--- config.mk ---
export PLATFORM = sky130hd
export DESIGN_NAME = pa_fifo_wr_arbiter
export DESIGN_NICKNAME = d
export VERILOG_FILES = /design/src/rtl/pa_fifo_wr_arbiter.sv
export SDC_FILE = /design/constraint.sdc
export NUM_CORES = 1
export LEC_CHECK = 0
export CAP_MARGIN = 5
export CORE_MARGIN = 5
export CORE_UTILIZATION = 43
export CTS_CLUSTER_DIAMETER = 40
export DETAILED_ROUTE_END_ITERATION = 8
export GPL_ROUTABILITY_DRIVEN = 0
export PLACE_DENSITY = 0.86
export SKIP_LAST_GASP = 1
export SYNTH_ARGS = -nofsm -noshare
export SYNTH_HDL_FRONTEND = slang
export SYNTH_SLANG_ARGS = --single-unit
--- constraint.sdc ---
create_clock -name i_clk -period 3.6 [get_ports i_clk]
set_input_delay 0.72 -clock i_clk [delete_from_list [all_inputs] [get_ports i_clk]]
set_output_delay 0.72 -clock i_clk [all_outputs]
set_load 0.02 [all_outputs]
--- src/rtl/pa_fifo_wr_arbiter.sv ---
`timescale 1ns/1ps
// pa_fifo_wr_arbiter: round-robin, burst-locked sharing of one PA_fifo write port among NUM_REQ producers.
// Latency: 1-cycle arbitration bubble leaving IDLE; while locked, beats pass through combinationally to the FIFO.
// Backpressure: i_fifo_full drops the owner's ready. The owner keeps its grant through any stall.
// Optional: define PA_ARB_STALL_CNT_EN to build the saturating full-stall counter behind o_stall_cnt.
module pa_fifo_wr_arbiter #(
  parameter int NUM_REQ   = 4,
  parameter int SIZE_DATA = 8,
  parameter int MAX_BURST = 4
) (
  input  logic                           i_clk,
  input  logic                           i_rst_n,
  input  logic [NUM_REQ-1:0]             i_req_valid,
  input  logic [NUM_REQ*SIZE_DATA-1:0]   i_req_data,
  output logic [NUM_REQ-1:0]             o_req_ready,
  input  logic                           i_fifo_full,
  output logic                           o_fifo_wr_en,
  output logic [SIZE_DATA-1:0]           o_fifo_data,
  output logic [NUM_REQ-1:0]             o_grant,
  output logic                           o_busy,
  output logic [15:0]                    o_stall_cnt
);
  localparam int IDX_W = (NUM_REQ > 1) ? $clog2(NUM_REQ) : 1;

  typedef enum logic {IDLE = 1'b0, LOCK = 1'b1} state_t;

  state_t               state;
  logic [NUM_REQ-1:0]   grant;
  logic [IDX_W-1:0]     owner;
  logic [IDX_W-1:0]     rr_ptr;
  logic [7:0]           beat_cnt;

  logic                 owner_vld;
  logic                 accept;
  logic                 last_beat;
  logic                 release_burst;
  logic [IDX_W-1:0]     next_ptr;
  logic [IDX_W-1:0]     arb_base;
  logic [IDX_W-1:0]     win_idx;
  logic                 win_found;
  logic [SIZE_DATA-1:0] owner_data;
  logic [NUM_REQ-1:0]   ready;

  // Owner handshake and release decision; grant is zero in IDLE so nothing is ready there.
  always_comb begin
    ready         = grant & {NUM_REQ{~i_fifo_full}};
    owner_vld     = |(i_req_valid & grant);
    accept        = |(i_req_valid & ready);
    last_beat     = (beat_cnt == 8'(MAX_BURST - 1));
    release_burst = (state == LOCK) && ((accept && last_beat) || !owner_vld);
    next_ptr      = (owner == IDX_W'(NUM_REQ - 1)) ? '0 : owner + 1'b1;
    arb_base      = (state == LOCK) ? next_ptr : rr_ptr;
  end

  // Round-robin search: first valid requester at or after arb_base, wrapping; the old owner ends up last.
  always_comb begin
    logic [IDX_W:0] cand;
    win_found = 1'b0;
    win_idx   = '0;
    cand      = '0;
    for (int i = 0; i < NUM_REQ; i++) begin
      cand = {1'b0, arb_base} + (IDX_W+1)'(i);
      if (cand >= (IDX_W+1)'(NUM_REQ)) cand = cand - (IDX_W+1)'(NUM_REQ);
      if (!win_found && i_req_valid[cand[IDX_W-1:0]]) begin
        win_found = 1'b1;
        win_idx   = cand[IDX_W-1:0];
      end
    end
  end

  // Owner data select; grant is one-hot, so at most one slice is picked.
  always_comb begin
    owner_data = '0;
    for (int k = 0; k < NUM_REQ; k++) begin
      if (grant[k]) owner_data = i_req_data[k*SIZE_DATA +: SIZE_DATA];
    end
  end

  assign o_req_ready  = ready;
  assign o_fifo_wr_en = accept;
  assign o_fifo_data  = accept ? owner_data : '0;
  assign o_grant      = grant;
  assign o_busy       = (state == LOCK);

  // Arbitration FSM: IDLE picks from rr_ptr; LOCK counts beats and re-arbitrates without a bubble on release.
  always_ff @(posedge i_clk or negedge i_rst_n) begin
    if (!i_rst_n) begin
      state    <= IDLE;
      grant    <= '0;
      owner    <= '0;
      rr_ptr   <= '0;
      beat_cnt <= '0;
    end else begin
      case (state)
        IDLE: begin
          if (win_found) begin
            state    <= LOCK;
            grant    <= NUM_REQ'(1) << win_idx;
            owner    <= win_idx;
            beat_cnt <= '0;
          end
        end
        LOCK: begin
          if (release_burst) begin
            rr_ptr   <= next_ptr;
            beat_cnt <= '0;
            if (win_found) begin
              grant <= NUM_REQ'(1) << win_idx;
              owner <= win_idx;
            end else begin
              state <= IDLE;
              grant <= '0;
            end
          end else if (accept) begin
            beat_cnt <= beat_cnt + 8'd1;
          end
        end
        default: begin
          state <= IDLE;
          grant <= '0;
        end
      endcase
    end
  end

`ifdef PA_ARB_STALL_CNT_EN
  logic [15:0] stall_cnt;

  // Saturating count of cycles where the owner has data but the FIFO is full.
  always_ff @(posedge i_clk or negedge i_rst_n) begin
    if (!i_rst_n) begin
      stall_cnt <= '0;
    end else if ((state == LOCK) && owner_vld && i_fifo_full && (stall_cnt != 16'hFFFF)) begin
      stall_cnt <= stall_cnt + 16'd1;
    end
  end

  assign o_stall_cnt = stall_cnt;
`else
  assign o_stall_cnt = '0;
`endif

endmodule

==> metrics.md, run 1 <==
| Metric | Value |
|---|---|
| Run status | `complete, no violations` |
| Syn. warnings | `0` |
| Post-route ant nets | `0` |
| Cell row count | `21` |
| Filler cells | `a little under 300` |
| Post-route DRC | `0` |
| Antenna Cells | `0` |
| First-pass GRT wire length | `between 5 and 6 mm` |
| Worst slack, placed | `0.216 ns` |
| Initial antenna violation count | `0` |
| Crit path max fanout | `9` |
| Final worst-path cycle share | `94.0%` |
| Core box area | `around 0.0033 mm²` |
| Setup ws final | `between 0.2 and 0.25 ns` |
| Overflow after GRT | `0` |
| Wire per inst | `14.1 µm` |
| Hold bufs inserted after CTS | `0` |
| I/O pin cnt | `73` |
| Final hold vios | `0` |
| Post-synthesis register bit count | `17` |
| Setup_tns | `0 ns` |
| Root Buffer Master | `clkbuf_4` |
| Sequential element share of the synthesized area | `about 30%` |
| Clk slew on worst S/H paths | `approximately 0.10 ns` |
| Num Clock Sinks | `17` |
| Crit. End Element | `primary output` |
| Layout area overhead | `37.7%` |
| CTS tree | `done` |
| CTS Buffer Depth | `2` |
| Largest net degree at the start of global routing | `21` |
| DRT Wirelength | `approximately 3.8 mm` |
| Post-Syn Instances | `between 150 and 200` |
| Iter 0 DRT Violations | `29` |
| Postcts setup bufs | `0` |
| H-Tree Depth | `1` |
| Die footprint | `approximately 0.0046 mm²` |
| Inst Count DP | `around 260` |
| Slew @ Worst Pin | `~0.74 ns` |
| Final Critical Period | `roughly 3.4 ns` |
| RR Startpoint | `o_grant[3]$_DFFE_PN0P_` |
| Vias in the first global route | `approximately 1300` |
| Maximum VDD drop | `0.315 mV` |
| DP HPWL | `between 3 and 4 mm` |
| Maxcap violations | `0` |
| RSZ-0062 raised after global routing | `false` |
| Crit Path Class | `in2out` |
| Routed via count | `1378` |
| Layout Nets | `approximately 260` |
| P_leak | `between 0.8 and 0.9 nW` |
| Die H | `just under 70 µm` |
| Required time of the worst setup path | `around 2.9 ns` |
| IO Port Bufs | `56` |
| Cts bufs inserted | `3` |
| Unique masters post-synth | `39` |
| Area of the mapped netlist | `about 0.0014 mm²` |
| Syn avg cell area | `8.40 µm²` |
| Crit. Startpoint | `i_req_valid[1]` |
| Post-route insts no fill | `268` |
| Placed cell area | `slightly below 0.002 mm²` |
| R2r setup slk | `~1.7 ns` |
| Worst min-delay path class | `reg2reg` |
| R2R Path End | `rr_ptr[0]$_DFFE_PN0P_` |
| Worst skew pair latency | `approximately 0.29 ns` |
| Total power divided by cell area | `between 500 and 600 mW/mm²` |
| Design area | `between 0.0015 and 0.002 mm²` |
| Setup crit start kind | `input port` |
| Worst slew margin | `between 50 and 60%` |
| Share of layout cells above drive strength 1 | `under 10%` |
| Drt pass-1 iters | `4` |
| Fmax | `about 300 MHz` |
| GRT Total Usage | `between 10% and 20%` |
| Number of cells on the worst reg-to-reg path | `4` |
| Fin. max-slew vios | `0` |
| CP Data Arrival Time | `about 2.7 ns` |
| Initial core utilization | `~43%` |
| Final setup viols | `0` |
| Vias per cell | `around 5.1` |
| CP endpoint | `o_fifo_data[6]` |
| PostCTS Resize Cnt | `0` |
| Die Wd | `67.6 µm` |
| Fin Clk Skew | `0.000642 ns` |
cell families after synthesis:
logic type,Yosys count,synth area share (%)
AND/OR/NAND/NOR,70,26.4
AO/OA/AOI/OAI,42,21.0
buffers and inverters,29,13.8
flip-flops,17,29.8
XOR/XNOR,5,3.07
multiplexers,4,3.94
adder cells (fa/ha/maj),2,1.75
other,1,0.263
how the worst min path moves through the flow:
stage	slack, ns	from	depth (start not counted)	to
2_1_floorplan	0.42	i_rst_n	0	beat_cnt[0]$_DFFE_PN0P_
3_3_place_gp	0.50	rr_ptr[0]$_DFFE_PN0P_	1	rr_ptr[0]$_DFFE_PN0P_
3_5_place_dp	0.52	owner[1]$_DFFE_PN0P_	2	owner[1]$_DFFE_PN0P_
4_1_cts	0.55	owner[1]$_DFFE_PN0P_	2	owner[1]$_DFFE_PN0P_
5_1_grt	0.59	rr_ptr[0]$_DFFE_PN0P_	1	rr_ptr[0]$_DFFE_PN0P_
6_report	0.55	owner[1]$_DFFE_PN0P_	2	owner[1]$_DFFE_PN0P_
cell type report:
| type | instances | area (µm²) | area share [%] |
|---|---|---|---|
| clock buffers | 4 | 26.3 | 1.34 |
| inverters | 3 | 11.3 | 0.573 |
| multi-input cells | 139 | 862 | 43.9 |
| flip-flops and latches | 17 | 425 | 21.6 |
| well taps | 46 | 57.6 | 2.93 |
| repair buffers | 59 | 583 | 29.7 |
metrics by stage:
step           total power [mW]  utilization (%)  hold WS, ns
2_1_floorplan             0.809                -        0.424
3_3_place_gp              0.984             59.0        0.500
3_5_place_dp              0.999             59.0        0.521
4_1_cts                    1.10             59.8        0.551
5_1_grt                    1.20             59.8        0.593
6_report                   1.10             59.8        0.549
metal layers:
metal | vias up | part of all wire, % | track usage [%] | wire, µm
met2 | 57 | 44 | 27.9 | 1640
met3 | 5 | 11 | 4.16 | 413
met4 | 0 | 1.3 | 5.57 | 48
met5 | - | 0 | 0 | 0
met1 | 635 | 44 | 19.4 | 1670
li1 | 681 | - | - | -
cell usage in the layout, fill, tap and decap left out, types with 2 or more instances in the layout:
master / Yosys / routed
clkdlybuf4s50_1: 0 / 56
nor2_1: 19 / 19
dfrtp_1: 17 / 17
conb_1: 1 / 16
nor2b_1: 13 / 13
a21oi_1: 10 / 10
a221oi_1: 8 / 8
nor3_1: 8 / 8
nand3_1: 8 / 8
nand2_1: 7 / 7
o21ai_0: 6 / 6
o31ai_1: 5 / 5
xor2_1: 5 / 5
nand2b_1: 4 / 4
and3_1: 4 / 4
a22o_1: 3 / 3
inv_1: 3 / 3
mux2_2: 3 / 3
clkbuf_4: 0 / 3
buf_4: 17 / 3
o211a_1: 2 / 2
ha_1: 2 / 2
Yosys cell counts, drive strengths merged:
cell | instances | area [µm²]
o31ai | 5 | 37.5
dfrtp | 17 | 425
o21ai | 7 | 35.0
xor2 | 5 | 43.8
o211ai | 2 | 20.0
mux2 | 3 | 33.8
nand4b | 1 | 8.76
or2 | 1 | 8.76
nor2b | 13 | 81.3
a21oi | 10 | 50.1
nor3 | 8 | 40.0
and3 | 4 | 25.0
nor4 | 2 | 27.5
buf | 21 | 166
ha | 2 | 25.0
or4 | 1 | 7.51
nor4b | 1 | 8.76
a22o | 3 | 26.3
a21boi | 1 | 7.51
a21o | 1 | 7.51
nand2b | 4 | 25.0
a32o | 1 | 10.0
a221oi | 8 | 70.1
mux2i | 1 | 22.5
nand2 | 8 | 32.5
nor2 | 19 | 71.3
clkbuf | 5 | 18.8
o211a | 2 | 20.0
a31o | 1 | 8.76
conb | 1 | 3.75
a211oi | 1 | 7.51
nand3 | 8 | 40.0
inv | 3 | 11.3
state kept, by name, summed over array words and instances (netlist names):
signal / count
owner: 2
o_grant: 4
rr_ptr: 2
beat_cnt: 8
o_busy: 1
critical path, cell delays in order:
cell and delay (ns):
clkdlybuf4s50_1 0.49, a22o_1 0.26, or2_4 0.27, nand2b_1 0.27, nor2_1 0.10, clkdlybuf4s50_1 0.55
power breakdown:
part	internal [mW]	switching, mW	total [mW]
combinational	0.331	0.342	0.673
clock	0.0431	0.0614	0.105
sequential	0.239	0.0815	0.321
total	0.613	0.485	1.10
(Power assumes the default switching activity.)
==> run 2, diff against run 1 <==
Settings changed: CAP_MARGIN 5 to not set.
==> results of run 2 <==
The final DEF is identical to that of run 1; final timing and power are the same.
==> run 3, diff against run 2 <==
Settings changed: CAP_MARGIN set to 25, CORE_UTILIZATION 43 to 35, PLACE_DENSITY 0.86 to 0.72.
==> run 3 against run 2 <==
  * Clock skew increased by 0.0036 ns
  * Maximum frequency fell by 0.75%
  * Design area up 2.0%
  * Hold slack worse by 0.033 ns
  * Utilization fell by 9.4 points
  * Sequential power is 4% lower
  * Largest power group unchanged
  * Largest cell class unchanged
  * Final cell count increased by 2.2%
==> metrics.md, run 3 (synthesized netlist as in run 1, its figures left out) <==
| Metric | Value |
|---|---|
| First-pass GRT wire length | `6.14 mm (was 5.74 mm)` |
| Crit path max-delay family | `buffers and inverters (unchanged)` |
| Setup ws final | `0.191 ns (was 0.217 ns)` |
| CTS Buffer Depth | `2 (unchanged)` |
| DRT Wirelength | `3.85 mm (was 3.77 mm)` |
| Internal power | `0.655 mW (was 0.613 mW)` |
| Logic pwr share | `60.4% (was 61.3%)` |
| Vias per cell | `5.08 (was 5.14)` |
| Setup crit start kind | `input port (unchanged)` |
| Maxcap violations | `0 (unchanged)` |
| Most Crowded Layer GR | `met2 (unchanged)` |
| Final hold vios | `0 (unchanged)` |
| Die Wd | `73.9 µm (was 67.6 µm)` |
| CP Data Arrival Time | `2.69 ns (was 2.66 ns)` |
| Core box area | `0.00397 mm² (was 0.00328 mm²)` |
| CTS tree | `done (unchanged)` |
| Fin Clk Skew | `0.00424 ns (was 0.000642 ns)` |
| Layout Nets | `266 (was 264)` |
| Crit. End Element | `primary output (unchanged)` |
| DP HPWL | `3.02 mm (was 3.03 mm)` |
| P_sw | `0.491 mW (was 0.485 mW)` |
| Root Buffer Master | `clkbuf_8 (was clkbuf_4)` |
| Postcts setup bufs | `0 (unchanged)` |
| Share of layout cells above drive strength 1 | `7.14% (was 6.31%)` |
| Layout area overhead | `40.4% (was 37.7%)` |
| Max reg flops | `8 (unchanged)` |
| Power share of the clock group | `12.6% (was 9.5%)` |
| Required time of the worst setup path | `2.88 ns (about the same)` |
| Crit path max fanout | `9 (unchanged)` |
| Initial antenna violation count | `0 (unchanged)` |
| Post-route DRC | `0 (unchanged)` |
| Worst min-delay path class | `reg2reg (unchanged)` |
| Num Clock Sinks | `17 (unchanged)` |
| Setup_tns | `0 ns (unchanged)` |
| Die H | `73.9 µm (was 67.6 µm)` |
| Hold bufs inserted after CTS | `0 (unchanged)` |
| Run status | `complete, no violations (unchanged)` |
| Crit Path Class | `in2out (unchanged)` |
| PostCTS Resize Cnt | `0 (unchanged)` |
| Most frequent cells in the layout | `56 x clkdlybuf4s50_1, 19 x nor2_1, 17 x dfrtp_1, 16 x conb_1, 13 x nor2b_1 (unchanged)` |
| Total power divided by cell area | `572 mW/mm² (was 559 mW/mm²)` |
| Sequential cell fraction of total power | `26.9% (was 29.2%)` |
| I/O pin cnt | `73 (unchanged)` |
| P_leak | `0.820 nW (was 0.802 nW)` |
| Maximum VDD drop | `0.293 mV (was 0.315 mV)` |
| Final hold slack | `0.516 ns (was 0.549 ns)` |
| Cts bufs inserted | `3 (unchanged)` |
| Worst slack, placed | `0.175 ns (was 0.216 ns)` |
| Fmax | `293 MHz (was 296 MHz)` |
| Vias in the first global route | `1342 (was 1285)` |
| Drt pass-1 iters | `4 (unchanged)` |
| Initial core utilization | `35.9% (was 43.5%)` |
| Max incr delay on CP | `0.55 ns (about the same)` |
| Met2 Use GR | `24.3% (was 27.9%)` |
| Crit path buf inv count | `2 (unchanged)` |
| Clk slew on worst S/H paths | `0.06 ns (was 0.10 ns)` |
| Met3 Use GR | `2.87% (was 4.16%)` |
| IO Port Bufs | `56 (unchanged)` |
| Largest net degree at the start of global routing | `21 (unchanged)` |
| RSZ-0062 raised after global routing | `false (unchanged)` |
| Most flop-heavy register | `beat_cnt (unchanged)` |
| Filler cells | `414 (was 294)` |
| Final setup viols | `0 (unchanged)` |
| Slew @ Worst Pin | `0.783 ns (was 0.735 ns)` |
| Worst slew margin | `47.6% (was 50.8%)` |
| Fin. max-slew vios | `0 (unchanged)` |
| Wire per inst | `14.0 µm (was 14.1 µm)` |
| Overflow after GRT | `0 (unchanged)` |
| Cell row count | `23 (was 21)` |
| Met1 Usage GRT | `17.8% (was 19.4%)` |
| Most used cell, CP | `clkdlybuf4s50_1 (unchanged)` |
| H-Tree Depth | `1 (unchanged)` |
| Worst skew pair latency | `0.25 ns (was 0.29 ns)` |
| Die footprint | `0.00546 mm² (was 0.00457 mm²)` |
| Iter 0 DRT Violations | `22 (was 29)` |
| Antenna Cells | `0 (unchanged)` |
| Final Critical Period | `3.41 ns (was 3.38 ns)` |
| Sw Ratio | `42.8% (was 44.2%)` |
| Final worst-path cycle share | `94.7% (was 94.0%)` |
| GRT Total Usage | `14.3% (was 16.2%)` |
| Commonest non-fill, non-tap cell in the layout | `clkdlybuf4s50_1 (unchanged)` |
| Worst-path cell chain | `clkdlybuf4s50_1 > a22o_1 > or2_4 > nand2b_1 > nor2_1 > clkdlybuf4s50_1 (unchanged)` |
| Routed via count | `1393 (was 1378)` |
| Post-route ant nets | `0 (unchanged)` |
| CP max stage cell | `clkdlybuf4s50_1 (unchanged)` |
-- run 3: cell types whose count changed in the layout (fill, tap and decap cells not counted), sizes merged --
cell	before	now
buf	3	5
-- run 3: area by class of cell --
cell class	count	area [µm²]	area share (%)
clock buffer	4	45.0	2.25
inverter	3	11.3	0.562
multi-input combinational	139	862	43.0
sequential	17	425	21.2
tap	50	62.6	3.12
timing repair buffer	61	598	29.8
-- run 3: worst paths after layout --
kind | from | end | slack (ns) | cells after the start
min reg2reg | rr_ptr[0]$_DFFE_PN0P_ | rr_ptr[0]$_DFFE_PN0P_ | 0.52 | 1
max in group asynchronous | i_rst_n | o_grant[2]$_DFFE_PN0P_ | 2.19 | 1
min in group asynchronous | i_rst_n | beat_cnt[6]$_DFFE_PN0P_ | 0.92 | 1
max reg2reg | o_grant[3]$_DFFE_PN0P_ | rr_ptr[0]$_DFFE_PN0P_ | 1.65 | 4
min | rr_ptr[0]$_DFFE_PN0P_ | rr_ptr[0]$_DFFE_PN0P_ | 0.52 | 1
max | i_req_valid[0] | o_fifo_data[7] | 0.19 | 6
-- run 3: power by group through the flow --
stage               clock [mW]  sequential [mW]  combinational, mW
finish                   0.145            0.308              0.693
global route             0.160            0.322              0.770
CTS                      0.149            0.309              0.699
detailed placement           0            0.313              0.694
global placement             0            0.312              0.686
floorplan                    0            0.293              0.516
-- run 3: worst reg2reg max path, stage by stage (launching register included) --
cell and delay [ns]:
dfrtp_1 0.61, a22o_1 0.32, or2_4 0.25, a21boi_1 0.28
mux2_2 0.38
-- run 3: stage by stage --
stage               utilization, %  std cells  cell area, µm²  power (mW)
finish                        50.5        274            2000        1.15
global route                  50.5        274            2000        1.25
CTS                           50.5        274            2000        1.16
detailed placement            49.3        270            1960        1.01
global placement              49.3        270            1960       0.998
floorplan                        -        185            1480       0.809
-- run 3: metal layers --
metal	wire length, µm	vias up
li1	-	688
met1	1710	642
met2	1730	58
met3	354	5
met4	51	0
met5	0	-
